[src/rtl/mem_port_arbiter_pkg.sv]
// Shared types for the unified memory port arbiter.
package mem_port_arbiter_pkg;

  typedef logic [31:0] DATA_BUS;
  typedef logic [3:0]  BYTE_EN;

  typedef enum logic [2:0] {
    IDLE    = 3'd0,
    BUSY_IF = 3'd1,
    BUSY_D  = 3'd2,
    ERR_IF  = 3'd3,
    ERR_D   = 3'd4
  } arb_state_t;

  localparam BYTE_EN FULL_WORD_BE = 4'b1111;

  // Word accesses only: the two low address bits must be clear.
  function automatic logic is_aligned(input DATA_BUS addr);
    return addr[1:0] == 2'b00;
  endfunction

endpackage

[src/rtl/mem_arb_timer.sv]
// Busy-cycle timer: reads 1 in the first busy cycle and flags the TIMEOUT-th one.
module mem_arb_timer
  import mem_port_arbiter_pkg::*;
#(
  parameter int TIMEOUT = 255,
  parameter int TW      = 16
) (
  input  logic clk,
  input  logic rst,
  input  logic run,
  input  logic clear,
  output logic expired
);

  logic [TW-1:0] cnt;

  // Preload 1 while idle so the count equals the busy-cycle index.
  always_ff @(posedge clk or posedge rst) begin
    if (rst)
      cnt <= '0;
    else if (clear)
      cnt <= TW'(1);
    else if (run)
      cnt <= cnt + TW'(1);
  end

  // Expiry is only meaningful while a transaction is outstanding.
  always_comb begin
    expired = run && (cnt == TW'(TIMEOUT));
  end

endmodule

[src/rtl/mem_port_arbiter.sv]
// Arbitrates the single-port unified memory between instruction fetch and
// load/store. Data wins by default; a streak counter forces a fetch grant
// after MAX_D_STREAK consecutive data grants while fetch is waiting.
//
// state   | meaning
// IDLE    | no transaction; grant decision taken at the clock edge
// BUSY_IF | fetch access on the memory port, waiting for mem_ack
// BUSY_D  | data access on the memory port, waiting for mem_ack
// ERR_IF  | misaligned fetch rejected; if_err high this cycle
// ERR_D   | misaligned data access rejected; d_err high this cycle
module mem_port_arbiter
  import mem_port_arbiter_pkg::*;
#(
  parameter int MAX_D_STREAK = 4,
  parameter int TIMEOUT      = 255,
  parameter int TW           = 16
) (
  input  logic    clk,
  input  logic    rst,
  input  logic    if_req,
  input  DATA_BUS if_addr,
  output logic    if_ack,
  output DATA_BUS if_rdata,
  output logic    if_err,
  input  logic    d_req,
  input  logic    d_we,
  input  BYTE_EN  d_be,
  input  DATA_BUS d_addr,
  input  DATA_BUS d_wdata,
  output logic    d_ack,
  output DATA_BUS d_rdata,
  output logic    d_err,
  output logic    mem_req,
  output logic    mem_we,
  output BYTE_EN  mem_be,
  output DATA_BUS mem_addr,
  output DATA_BUS mem_wdata,
  input  logic    mem_ack,
  input  DATA_BUS mem_rdata,
  output logic    busy
);

  localparam int SW = $clog2(MAX_D_STREAK + 1);

  arb_state_t    state;
  logic [SW-1:0] streak;
  logic          if_err_q, d_err_q;
  logic          in_busy, expired;
  logic          eff_if, eff_d, streak_full;
  logic          grant_if, grant_d;

  // A timed-out requester still holds req during its err cycle; mask it so
  // the same request is not granted again before it sees the error.
  always_comb begin
    eff_if      = if_req & ~if_err_q;
    eff_d       = d_req & ~d_err_q;
    streak_full = (streak == SW'(MAX_D_STREAK));
  end

  // Grant decision, only taken in IDLE.
  always_comb begin
    grant_if = 1'b0;
    grant_d  = 1'b0;
    if (state == IDLE) begin
      if (eff_d && !(eff_if && streak_full))
        grant_d = 1'b1;
      else if (eff_if)
        grant_if = 1'b1;
    end
  end

  always_comb begin
    in_busy = (state == BUSY_IF) || (state == BUSY_D);
  end

  mem_arb_timer #(
    .TIMEOUT (TIMEOUT),
    .TW      (TW)
  ) u_timer (
    .clk     (clk),
    .rst     (rst),
    .run     (in_busy),
    .clear   (!in_busy),
    .expired (expired)
  );

  // State, streak, launch registers and registered error pulses.
  always_ff @(posedge clk or posedge rst) begin
    if (rst) begin
      state     <= IDLE;
      streak    <= '0;
      mem_we    <= 1'b0;
      mem_be    <= '0;
      mem_addr  <= '0;
      mem_wdata <= '0;
      if_err_q  <= 1'b0;
      d_err_q   <= 1'b0;
    end else begin
      if_err_q <= 1'b0;
      d_err_q  <= 1'b0;
      case (state)
        IDLE: begin
          if (grant_d) begin
            if (if_req && !streak_full)
              streak <= streak + SW'(1);
            if (is_aligned(d_addr)) begin
              state     <= BUSY_D;
              mem_we    <= d_we;
              mem_be    <= d_be;
              mem_addr  <= d_addr;
              mem_wdata <= d_wdata;
            end else begin
              state   <= ERR_D;
              d_err_q <= 1'b1;
            end
          end else if (grant_if) begin
            streak <= '0;
            if (is_aligned(if_addr)) begin
              state     <= BUSY_IF;
              mem_we    <= 1'b0;
              mem_be    <= FULL_WORD_BE;
              mem_addr  <= if_addr;
              mem_wdata <= '0;
            end else begin
              state    <= ERR_IF;
              if_err_q <= 1'b1;
            end
          end
        end
        BUSY_IF: begin
          if (mem_ack)
            state <= IDLE;
          else if (expired) begin
            state    <= IDLE;
            if_err_q <= 1'b1;
          end
        end
        BUSY_D: begin
          if (mem_ack)
            state <= IDLE;
          else if (expired) begin
            state   <= IDLE;
            d_err_q <= 1'b1;
          end
        end
        ERR_IF:  state <= IDLE;
        ERR_D:   state <= IDLE;
        default: state <= IDLE;
      endcase
    end
  end

  // Requester-side responses; completion is passed through in the ack cycle.
  always_comb begin
    mem_req  = in_busy;
    busy     = (state != IDLE);
    if_ack   = (state == BUSY_IF) && mem_ack;
    d_ack    = (state == BUSY_D) && mem_ack;
    if_err   = if_err_q;
    d_err    = d_err_q;
    if_rdata = if_ack ? mem_rdata : '0;
    d_rdata  = (d_ack && !mem_we) ? mem_rdata : '0;
  end

endmodule

[config.mk]
export PLATFORM = sky130hd
export DESIGN_NAME = mem_port_arbiter
export DESIGN_NICKNAME = d
export VERILOG_FILES = /design/src/rtl/mem_port_arbiter_pkg.sv /design/src/rtl/mem_arb_timer.sv /design/src/rtl/mem_port_arbiter.sv
export SDC_FILE = /design/constraint.sdc
export NUM_CORES = 1
export LEC_CHECK = 0
export CAP_MARGIN = 10
export CORE_AREA = 2 2 86 171
export DETAILED_ROUTE_END_ITERATION = 10
export DIE_AREA = 0 0 88 173
export GPL_ROUTABILITY_DRIVEN = 0
export GPL_TIMING_DRIVEN = 1
export PLACE_DENSITY = 0.74
export SLEW_MARGIN = 20
export SYNTH_ARGS = -nofsm -noshare
export SYNTH_HDL_FRONTEND = slang
export SYNTH_HIERARCHICAL = 1
export SYNTH_SLANG_ARGS = --single-unit
[constraint.sdc]
create_clock -name clk -period 2.3 [get_ports clk]
set_input_delay 0.46 -clock clk [delete_from_list [all_inputs] [get_ports clk]]
set_output_delay 0.46 -clock clk [all_outputs]
set_load 0.05 [all_outputs]
==> summary.txt, run 1 <==
Status
  – Status: completed

Logic synthesis
  – Most used DFF post-synth: dfrtp_1
  – Area share of and/or/nand/nor cells after synthesis: 23.9%
  – Area fraction in compound gates after synthesis: 17.3%
  – Asr flop ratio synth: 100%
  – YS warnings: 6
  – #FFs+latches synth: 93
  – Avg Inst Size Synth: 9.50 sq um
  – Proportion of synthesized chip area in sequential cells: 48.5%
  – Post-Synth XOR/XNOR Area: 2.01%
  – Mapped Area: 4800 sq um
  – Mux cell area share after synthesis: 0.444%
  – Main combinational cell family by area after synthesis: simple AND/OR/NAND/NOR gates
  – Adder-cell share of the synthesized area: 0.783%
  – Synthesized net count: 646
  – Unique cell type count in the Yosys netlist: 50
  – Post-synth EDFFs: 0
  – Mapped Cells: 505

Critical path
  – R2r startpoint: state[0]$_DFFE_PP0P_
  – Arr. time, crit path: 1.79 ns
  – Critical Path Slowest Stage Cell: dfrtp_1
  – Kind of critical path: reg -> out
  – Flop2flop setup slack: 0.18 ns
  – Max stage delay on crit path: 0.41 ns
  – Worst Reg-to-Reg Cells: 8
  – Worst R2R End: u_timer/cnt[15]$_DFFE_PP0P_
  – CP Cell Sequence: nor2_2 -> and3_4 -> nor2b_4 -> clkbuf_16 -> and2_2 -> buf_12
  – CP startpoint kind: flip-flop
  – Crit-path max FO: 16
  – WP buf/inv: 2
  – Worst EP required: 1.84 ns
  – Crit path capture type: output pin
  – CP delay by family, top: simple AND/OR/NAND/NOR gates

Layout
  – Layout Nets: 926
  – Area grow syn2layout: 88.7%
  – Post-route design area: 9050 sq um
  – Share of cells above drive strength 1: 26.1%
  – Fill cells: 1059
  – ANT cells: 0
  – Utilization after layout: 65.5%

Worst hold path
  – Hold Path End: mem_be[1]$_DFFE_PP0P_
  – Worst Hold Class: reg -> reg
  – Hold path startpoint: mem_be[1]$_DFFE_PP0P_
  – Worst hold stages: 1

Floorplan
  – IO Count: 277
  – Die area: 15200 sq um
  – Die width: 88 um
  – Die height: 173 um
  – Core Footprint: 13800 sq um
  – Std-Cell Rows: 61
  – Initial core utilization: 34.7%

Power
  – Pwr Density: 1110 nW/um^2
  – LEAKAGE: 3.80 nW
  – Total power: 10.0 mW
  – Peak VDD IR: 887 uV

Clocking
  – Clk_lat worst skew: 0.35 ns
  – TritonCTS clock tree: built
  – CTS Buf Count: 9
  – Deepest clock path buffer count: 2
  – Register clock-pin slew on the reported worst setup and hold paths: 0.07 ns
  – Post-CTS Hold Fix Bufs: 0
  – Root buffer cell: clkbuf_16
  – Htree depth: 3
  – Sink Count: 93

Global route
  – Tot GR Track Use: 22.6%
  – Largest net degree at the start of global routing: 54
  – Gr ovfl total: 0
  – Vias in the first global route: 5209
  – Antenna violations before repair: 0
  – First-pass GRT wire length: 26800 um

Timing
  – Final hold violations: 0
  – Setup TNS: 0 ns
  – Final setup fails: 0
  – Final Max Slew Viols: 0
  – Slew margin rel.: 59.2%
  – Fmax achieved: 444 MHz
  – Fin crit share: 97.9%
  – Hold WS: 0.490 ns
  – Setup Skew: 0.0105 ns
  – Slew @ Worst Pin: 0.611 ns
  – RSZ-0062 raised after global routing: true
  – Tmin final: 2.25 ns

Routing
  – Iter 0 DRT Violations: 174
  – Drt via density: 4.93
  – WL final: 17300 um
  – Drt pass-1 iters: 4
  – Post-route ant nets: 0
  – Drt drc: 0
  – WL/cell: 17.7 um
  – Vias: 4826

Placement
  – HPWL after detailed placement: 13400 um
  – DP Area: 8570 sq um
  – Port Buf Inserts: 276

Job
  – Max-cap violations: 0
sequential cells by signal (all words and copies together), names as in the netlist:
register	flops
mem_addr	32
mem_wdata	32
u_timer/cnt	16
mem_be	4
state	3
streak	3
d_err	1
if_err	1
mem_we	1
synth_stat cells, types with 2 or more instances:
cell type	count	area (sq um)
xor2_1	3	26.3
nor3_1	3	15.0
buf_2	4	20.0
and4b_1	2	20.0
o22a_1	4	35.0
or3_1	3	18.8
nor2_1	16	60.1
or4_1	2	15.0
and3_1	3	18.8
nand2_1	45	169
a211oi_1	2	15.0
clkbuf_1	18	67.6
nor4_1	3	18.8
o22ai_1	30	188
o211ai_2	2	25.0
and2_1	65	407
buf_4	8	60.1
nor2b_1	3	18.8
a21oi_1	6	30.0
nand2b_1	4	25.0
buf_6	3	33.8
ha_1	3	37.5
nand4_1	4	25.0
nand3_1	36	180
nor4_2	2	25.0
dfrtp_1	93	2330
nor3_4	2	32.5
inv_1	39	146
nor4b_2	2	30.0
o21ai_0	9	45.0
o21ai_1	31	155
xnor2_1	8	70.1
a21oi_2	30	263
layer usage:
layer	part of all wire, %	track usage, %	vias to the layer above
met1	35	23.9	2311
met2	55	41.6	186
li1	-	-	2286
met5	0	0	-
met3	5.4	3.68	43
met4	4.1	10.6	0
where the power goes:
group,switching (mW),internal [mW]
logic,3.63,2.26
registers,0.329,2.14
clock network,0.626,1.01
through the flow:
step | instances | setup slack (ns)
global route | 979 | -0.0147
detailed placement | 958 | -0.0872
finish | 979 | 0.0479
CTS | 978 | 0.0231
global placement | 958 | -0.0720
floorplan | 505 | 0.0785
placed cells by master, fill, tap and decap left out, types with 4 or more instances in the layout:
master,instances
clkdlybuf4s50_1,207
and2_4,9
buf_4,19
and2_2,31
dfrtp_1,91
o22a_1,4
inv_1,38
a21oi_1,6
clkbuf_16,10
and2_1,25
o21ai_0,9
o22ai_1,30
nor2_1,14
nand3_1,36
buf_12,73
a21oi_2,30
o21ai_1,31
nand2b_1,4
xnor2_1,8
nand4_1,4
nand2_1,45
final cells by class:
class | instances | area [sq um] | area share (%)
Timing Repair Buffer | 303 | 3750 | 41.4
Inverter | 40 | 154 | 1.70
Tap cell | 189 | 236 | 2.61
Multi-Input combinational cell | 338 | 2240 | 24.8
Clock buffer | 11 | 253 | 2.79
Sequential cell | 93 | 2330 | 25.7
Clock inverter | 5 | 82.6 | 0.913
repair_timing:
action | 4_1_cts | 5_1_grt
pin swaps | 1 | 2
gates cloned | 2 | 1
endpoints found under the setup margin | 64 | 43
gates resized for setup | 15 | 6
buffers inserted | 2 | 1
worst max-delay path by stage:
stage                              start                to  slack (ns)  depth (start not counted)
floorplan           state[1]$_DFFE_PP0P_  if_err$_DFF_PP0_        0.08                          9
global placement                 mem_ack       d_rdata[31]       -0.07                          6
detailed placement               mem_ack        d_rdata[9]       -0.09                          6
CTS                              mem_ack      if_rdata[30]        0.02                          8
global route        state[2]$_DFFE_PP0P_       d_rdata[30]       -0.01                          6
finish              state[2]$_DFFE_PP0P_       d_rdata[15]        0.05                          6
cells by family after synthesis:
| family | Yosys count |
|---|---|
| multiplexers | 2 |
| flip-flops | 93 |
| AO/OA/AOI/OAI | 122 |
| buffers and inverters | 74 |
| AND/OR/NAND/NOR | 200 |
| XOR/XNOR | 11 |
| adder cells (fa/ha/maj) | 3 |
No activity file was read; power rests on OpenSTA's default activity.
==> run 2: changes to the inputs <==
--- a/config.mk
+++ b/config.mk
@@ -5,15 +5,14 @@
 export SDC_FILE = /design/constraint.sdc
 export NUM_CORES = 1
 export LEC_CHECK = 0
-export CAP_MARGIN = 10
-export CORE_AREA = 2 2 86 171
+export CAP_MARGIN = 20
+export CORE_AREA = 2 2 88 174
 export DETAILED_ROUTE_END_ITERATION = 10
-export DIE_AREA = 0 0 88 173
+export DIE_AREA = 0 0 90 176
 export GPL_ROUTABILITY_DRIVEN = 0
 export GPL_TIMING_DRIVEN = 1
-export PLACE_DENSITY = 0.74
+export PLACE_DENSITY = 0.72
 export SLEW_MARGIN = 20
 export SYNTH_ARGS = -nofsm -noshare
 export SYNTH_HDL_FRONTEND = slang
-export SYNTH_HIERARCHICAL = 1
 export SYNTH_SLANG_ARGS = --single-unit
==> summary.txt, run 2 <==
Timing
  – Tmin final: 2.18 ns (was 2.25 ns)
  – Fin crit share: 95.0% (was 97.9%)
  – Final Max Slew Viols: 0 (unchanged)
  – Hold WS: 0.486 ns (was 0.490 ns)
  – Setup TNS: 0 ns (unchanged)
  – Fmax achieved: 458 MHz (was 444 MHz)
  – Final setup fails: 0 (unchanged)
  – Slew margin rel.: 62.1% (was 59.2%)
  – Final hold violations: 0 (unchanged)
  – RSZ-0062 raised after global routing: false (was true)
  – Final critical-path setup slack: 0.116 ns (was 0.0479 ns)
  – Setup Skew: 0.00722 ns (was 0.0105 ns)
  – Slew @ Worst Pin: 0.567 ns (was 0.611 ns)

Clocking
  – CTS Buf Count: 9 (unchanged)
  – Sink Count: 93 (unchanged)
  – Htree depth: 3 (unchanged)
  – Post-CTS Hold Fix Bufs: 0 (unchanged)
  – TritonCTS clock tree: built (unchanged)
  – Deepest clock path buffer count: 2 (unchanged)
  – Clk_lat worst skew: 0.34 ns (was 0.35 ns)
  – Register clock-pin slew on the reported worst setup and hold paths: 0.07 ns (about the same)
  – Root buffer cell: clkbuf_16 (unchanged)

Logic synthesis
  – Mapped Cells: 468 (was 505)
  – Top cells by area, synth: dfrtp_1 (47%), mux2_1 (7.0%), mux2_2 (6.8%), mux2i_1 (6.7%), and2_1 (4.4%) (was dfrtp_1 (49%), and2_1 (8.5%), a21oi_2 (5.5%), o22ai_1 (3.9%), nand3_1 (3.8%))
  – Most common cell in the netlist: dfrtp_1 (unchanged)
  – Unique cell type count in the Yosys netlist: 49 (was 50)
  – YS warnings: 0 (was 6)
  – Mapped Area: 4950 sq um (was 4800 sq um)
  – Yosys top cell by area: dfrtp_1 (unchanged)
  – Most frequent cells after synthesis: dfrtp_1 (93), inv_1 (44), nand2_1 (42) (was dfrtp_1 (93), and2_1 (65), nand2_1 (45))
  – Most used DFF post-synth: dfrtp_1 (unchanged)
  – Avg Inst Size Synth: 10.6 sq um (was 9.50 sq um)
  – #FFs+latches synth: 93 (unchanged)
  – Asr flop ratio synth: 100% (unchanged)
  – Yosys top cell area share: 47.0% (was 48.5%)
  – Post-synth EDFFs: 0 (unchanged)
  – Proportion of synthesized chip area in sequential cells: 47.0% (was 48.5%)
  – Synthesized net count: 609 (was 646)

Global route
  – Tot GR Track Use: 22.6% (about the same)
  – Largest net degree at the start of global routing: 94 (was 54)
  – Vias in the first global route: 5052 (was 5209)
  – Gr ovfl total: 0 (unchanged)
  – Antenna violations before repair: 0 (unchanged)
  – First-pass GRT wire length: 27800 um (was 26800 um)

Floorplan
  – Initial core utilization: 34.3% (was 34.7%)
  – Die height: 176 um (was 173 um)
  – Std-Cell Rows: 62 (was 61)
  – IO Count: 277 (unchanged)
  – Die width: 90 um (was 88 um)
  – Die area: 15800 sq um (was 15200 sq um)
  – Core Footprint: 14400 sq um (was 13800 sq um)

Routing
  – WL/cell: 18.9 um (was 17.7 um)
  – Drt pass-1 iters: 4 (unchanged)
  – Post-route ant nets: 0 (unchanged)
  – Iter 0 DRT Violations: 199 (was 174)
  – Drt via density: 4.81 (was 4.93)
  – WL final: 18100 um (was 17300 um)
  – Vias: 4613 (was 4826)
  – Drt drc: 0 (unchanged)

Job
  – Max-cap violations: 0 (unchanged)

Layout
  – Fill cells: 1152 (was 1059)
  – Commonest non-fill, non-tap cell in the layout: clkdlybuf4s50_1 (unchanged)
  – Share of cells above drive strength 1: 22.0% (was 26.1%)
  – ANT cells: 0 (unchanged)
  – Area grow syn2layout: 84.7% (was 88.7%)
  – Post-route design area: 9150 sq um (was 9050 sq um)
  – Final cell count without fillers: 959 (was 979)
  – Most frequent cells in the layout: clkdlybuf4s50_1 (207), dfrtp_1 (91), buf_12 (73), inv_1 (43), nand2_1 (42) (was clkdlybuf4s50_1 (207), dfrtp_1 (91), buf_12 (73), nand2_1 (45), inv_1 (38))
  – Top flop regs: mem_addr (32), mem_wdata (32), u_timer.cnt (16) (was mem_addr (32), mem_wdata (32), u_timer/cnt (16))
  – Layout Nets: 903 (was 926)
  – Utilization after layout: 63.4% (was 65.5%)

Power
  – Total power: 11.4 mW (was 10.0 mW)
  – LEAKAGE: 3.87 nW (was 3.80 nW)
  – Peak VDD IR: 823 uV (was 887 uV)
  – Pwr Density: 1240 nW/um^2 (was 1110 nW/um^2)

Placement
  – Dpl ws: -0.175 ns (was -0.0872 ns)
  – Placed Cells: 939 (was 958)
  – Port Buf Inserts: 276 (unchanged)
  – DP Area: 8810 sq um (was 8570 sq um)
  – HPWL after detailed placement: 14900 um (was 13400 um)

Critical path
  – Arr. time, crit path: 1.72 ns (was 1.79 ns)
  – Crit path capture type: output pin (unchanged)
  – Kind of critical path: reg -> out (unchanged)
  – Worst EP required: 1.84 ns (about the same)
  – CP startpoint kind: flip-flop (unchanged)
  – Crit-path max FO: 16 (unchanged)

Worst hold path
  – Worst Hold Class: reg -> reg (unchanged)

Status
  – Status: completed (unchanged)
## run 2: cell types whose count changed in the layout (fill, tap and decap cells not counted), moves of 9 or more
cell     change
buf_4        +9
o22ai_1     -30
a21oi_2     -30
and2_2      -31
and2_1      +10
and3_1      +31
mux2_2      +29
and2_4       -9
nand3_1     -30
o21ai_1     -27
mux2_1      +31
mux2i_1     +32
## run 2: power breakdown
group,internal [mW],leakage (nW),switching (mW)
clock,0.760,0.145,0.676
combinational,2.81,2.53,4.44
sequential,2.27,1.20,0.414
## run 2: path summary, 6_finish.rpt
check | startpoint | endpoint | slack, ns | depth (start not counted)
worst max-delay path | state[2]$_DFFE_PP0P_ | d_rdata[8] | 0.12 | 5
worst min-delay path | mem_addr[29]$_DFFE_PP0P_ | mem_addr[29]$_DFFE_PP0P_ | 0.49 | 1
worst max register to register | streak[0]$_DFFE_PP0P_ | mem_wdata[13]$_DFFE_PP0P_ | 0.17 | 7
worst min register to register | mem_addr[29]$_DFFE_PP0P_ | mem_addr[29]$_DFFE_PP0P_ | 0.49 | 1
max in group asynchronous | rst | state[0]$_DFFE_PP0P_ | 1.28 | 3
min in group asynchronous | rst | mem_wdata[26]$_DFFE_PP0P_ | 0.60 | 3
## run 2: area by class of cell
class                      instances  area, sq um  area share (%)
inverter                          45          173            1.89
clock inverter                     7         62.6           0.684
multi-input combinational        303         2340            25.6
timing repair buffer             310         3780            41.3
clock buffer                       9          225            2.46
tap                              192          240            2.62
sequential                        93         2330            25.5
## run 2: what timing repair did
action / CTS / global route
gates resized for setup: 4 / 1
endpoints found under the setup margin: 59 / 41
pin swaps: 1 / 0
cloned: 1 / 0
buffers inserted: 2 / 1
## run 2: cell families after synthesis
group,Yosys count,share of synthesized area (%)
muxes,94,20.5
adders and majority gates,3,0.758
and+or+nand+nor,164,19.1
AOI/OAI and AO/OA,33,4.65
DFF,93,47.0
xor gates and xnor gates,9,1.59
buffers and inverters,72,6.36
## run 2: critical path, stage by stage, from the launching register on
cell and delay (ns):
dfrtp_1 0.48, nor3_4 0.23, buf_4 0.16, buf_16 0.14
and3_1 0.22, buf_12 0.15
## run 2: metal layers
layer | up-vias | part of all wire [%] | GRT usage [%]
met5 | - | 0 | 0
li1 | 2163 | - | -
met3 | 30 | 5.7 | 5.85
met1 | 2235 | 32 | 21.3
met2 | 185 | 59 | 45.5
met4 | 0 | 3.2 | 8.72
==> run 3: changes to the inputs <==
--- a/config.mk
+++ b/config.mk
@@ -7,11 +7,13 @@
 export LEC_CHECK = 0
 export CAP_MARGIN = 20
 export CORE_AREA = 2 2 88 174
+export CTS_CLUSTER_SIZE = 10
 export DETAILED_ROUTE_END_ITERATION = 10
 export DIE_AREA = 0 0 90 176
 export GPL_ROUTABILITY_DRIVEN = 0
 export GPL_TIMING_DRIVEN = 1
 export PLACE_DENSITY = 0.72
+export REMOVE_ABC_BUFFERS = 1
 export SLEW_MARGIN = 20
 export SYNTH_ARGS = -nofsm -noshare
 export SYNTH_HDL_FRONTEND = slang
==> summary.txt, run 3 (synthesized netlist as in run 2, its figures left out) <==
Routing
  – WL/cell: 18.6 um (was 18.9 um)
  – Vias: 4724 (was 4613)
  – Iter 0 DRT Violations: 137 (was 199)
  – Post-route ant nets: 0 (unchanged)
  – Drt pass-1 iters: 4 (unchanged)
  – Drt via density: 4.92 (was 4.81)
  – WL final: 17900 um (was 18100 um)
  – Drt drc: 0 (unchanged)

Critical path
  – Max stage delay on crit path: 0.48 ns (about the same)
  – Worst EP required: 1.84 ns (about the same)
  – CP delay by family, top: simple AND/OR/NAND/NOR gates (was flip-flops)
  – Crit path capture type: output pin (unchanged)
  – Most frequent CP cell: buf_12
  – Critical Path Slowest Stage Cell: dfrtp_1 (unchanged)
  – CP Cell Sequence: nor3_4 -> buf_4 -> buf_12 -> and3_2 -> buf_12 (was nor3_4 -> buf_4 -> buf_16 -> and3_1 -> buf_12)
  – Kind of critical path: reg -> out (unchanged)
  – CP startpoint kind: flip-flop (unchanged)
  – Arr. time, crit path: 1.76 ns (was 1.72 ns)
  – WP buf/inv: 3 (unchanged)
  – Crit-path max FO: 17 (was 16)

Layout
  – Most frequent cells in the layout: clkdlybuf4s50_1 (207), dfrtp_1 (91), buf_12 (74), inv_1 (43), nand2_1 (42) (was clkdlybuf4s50_1 (207), dfrtp_1 (91), buf_12 (73), inv_1 (43), nand2_1 (42))
  – Fill cells: 1170 (was 1152)
  – Utilization after layout: 63.9% (was 63.4%)
  – Top flop regs: mem_addr (32), mem_wdata (32), u_timer.cnt (16) (unchanged)
  – Area of the multi-input gates: 2350 sq um (was 2340 sq um)
  – Area grow syn2layout: 86.0% (was 84.7%)
  – FF/Latch Area: 2330 sq um (unchanged)
  – Commonest non-fill, non-tap cell in the layout: clkdlybuf4s50_1 (unchanged)
  – Share of cells above drive strength 1: 22.3% (was 22.0%)
  – Layout Nets: 904 (was 903)

Global route
  – Largest net degree at the start of global routing: 53 (was 94)
  – Gr ovfl total: 0 (unchanged)
  – Tot GR Track Use: 22.5% (was 22.6%)
  – Vias in the first global route: 5059 (was 5052)
  – Antenna violations before repair: 2 (was 0)
  – First-pass GRT wire length: 27900 um (was 27800 um)

Floorplan
  – Core Footprint: 14400 sq um (unchanged)
  – IO Count: 277 (unchanged)
  – Die area: 15800 sq um (unchanged)
  – Initial core utilization: 34.3% (unchanged)
  – Die height: 176 um (unchanged)
  – Die width: 90 um (unchanged)
  – Std-Cell Rows: 62 (unchanged)

Clocking
  – Clk_lat worst skew: 0.34 ns (about the same)
  – Post-CTS Hold Fix Bufs: 0 (unchanged)
  – Root buffer cell: clkbuf_16 (unchanged)
  – CTS Buf Count: 9 (unchanged)
  – Register clock-pin slew on the reported worst setup and hold paths: 0.07 ns (about the same)
  – Deepest clock path buffer count: 2 (unchanged)
  – Htree depth: 3 (unchanged)
  – Sink Count: 93 (unchanged)
  – TritonCTS clock tree: built (unchanged)

Timing
  – Slew margin rel.: 60.0% (was 62.1%)
  – Final critical-path setup slack: 0.0802 ns (was 0.116 ns)
  – Final Max Slew Viols: 0 (unchanged)
  – RSZ-0062 raised after global routing: false (unchanged)
  – Final setup fails: 0 (unchanged)
  – Tmin final: 2.22 ns (was 2.18 ns)
  – Setup Skew: 0.0130 ns (was 0.00722 ns)
  – Fin crit share: 96.5% (was 95.0%)
  – Setup TNS: 0 ns (unchanged)
  – Slew @ Worst Pin: 0.599 ns (was 0.567 ns)
  – Fmax achieved: 450 MHz (was 458 MHz)
  – Final hold violations: 0 (unchanged)
  – Hold WS: 0.407 ns (was 0.486 ns)

Worst hold path
  – Worst Hold Class: in -> async (was reg -> reg)

Power
  – Peak VDD IR: 861 uV (was 823 uV)
  – Pwr Density: 1250 nW/um^2 (was 1240 nW/um^2)
  – LEAKAGE: 3.90 nW (was 3.87 nW)
  – Total power: 11.5 mW (was 11.4 mW)

Placement
  – Port Buf Inserts: 276 (unchanged)
  – HPWL after detailed placement: 14300 um (was 14900 um)
  – Dpl ws: -0.165 ns (was -0.175 ns)

Status
  – Status: completed (unchanged)

Job
  – Max-cap violations: 0 (unchanged)
run 3: through the flow:
step,cell area (sq um),cells
after floorplan,4810,441
after global placement,8830,939
after detailed placement,8830,939
after CTS,9210,960
after global routing,9220,961
final,9220,961
run 3: final timing paths:
| kind | startpoint | cells past startpoint | endpoint | slack (ns) |
|---|---|---|---|---|
| max | state[2]$_DFFE_PP0P_ | 5 | d_rdata[19] | 0.08 |
| min | rst | 2 | mem_wdata[20]$_DFFE_PP0P_ | 0.41 |
| max reg2reg | state[1]$_DFFE_PP0P_ | 7 | if_err$_DFF_PP0_ | 0.19 |
| min reg2reg | mem_addr[22]$_DFFE_PP0P_ | 1 | mem_addr[22]$_DFFE_PP0P_ | 0.49 |
| max in group asynchronous | rst | 3 | state[0]$_DFFE_PP0P_ | 1.25 |
| min in group clk | mem_addr[22]$_DFFE_PP0P_ | 1 | mem_addr[22]$_DFFE_PP0P_ | 0.49 |
run 3: cell type report:
cell class | instances | share of cell area [%]
well taps | 192 | 2.61
repair buffers | 311 | 41.3
inverters | 45 | 1.86
diodes | 1 | 0.0272
clock inverters | 7 | 0.978
multi-input cells | 303 | 25.5
flip-flops and latches | 93 | 25.3
clock buffers | 9 | 2.44
run 3: where the power goes:
group	leakage [nW]	internal [mW]	total [mW]	switching, mW
combinational	2.54	2.84	7.28	4.44
sequential	1.20	2.27	2.67	0.401
clock	0.156	0.874	1.57	0.697
total	3.90	5.98	11.5	5.54
run 3: layer usage:
metal / GRT usage, % / vias up / part of all wire [%]
met5: 0 / - / 0.073
met4: 11.5 / 2 / 4.1
met3: 6.49 / 39 / 7.5
met2: 42.5 / 240 / 55
met1: 21.8 / 2275 / 33
li1: - / 2168 / -
run 3: what timing repair did:
| item | in CTS | in global routing |
|---|---|---|
| gates resized for setup | 4 | 1 |
| pin swaps | 1 | 1 |
| setup buffers | 4 | 0 |
| gates cloned | 1 | 0 |
| setup endpoints to repair | 64 | 45 |
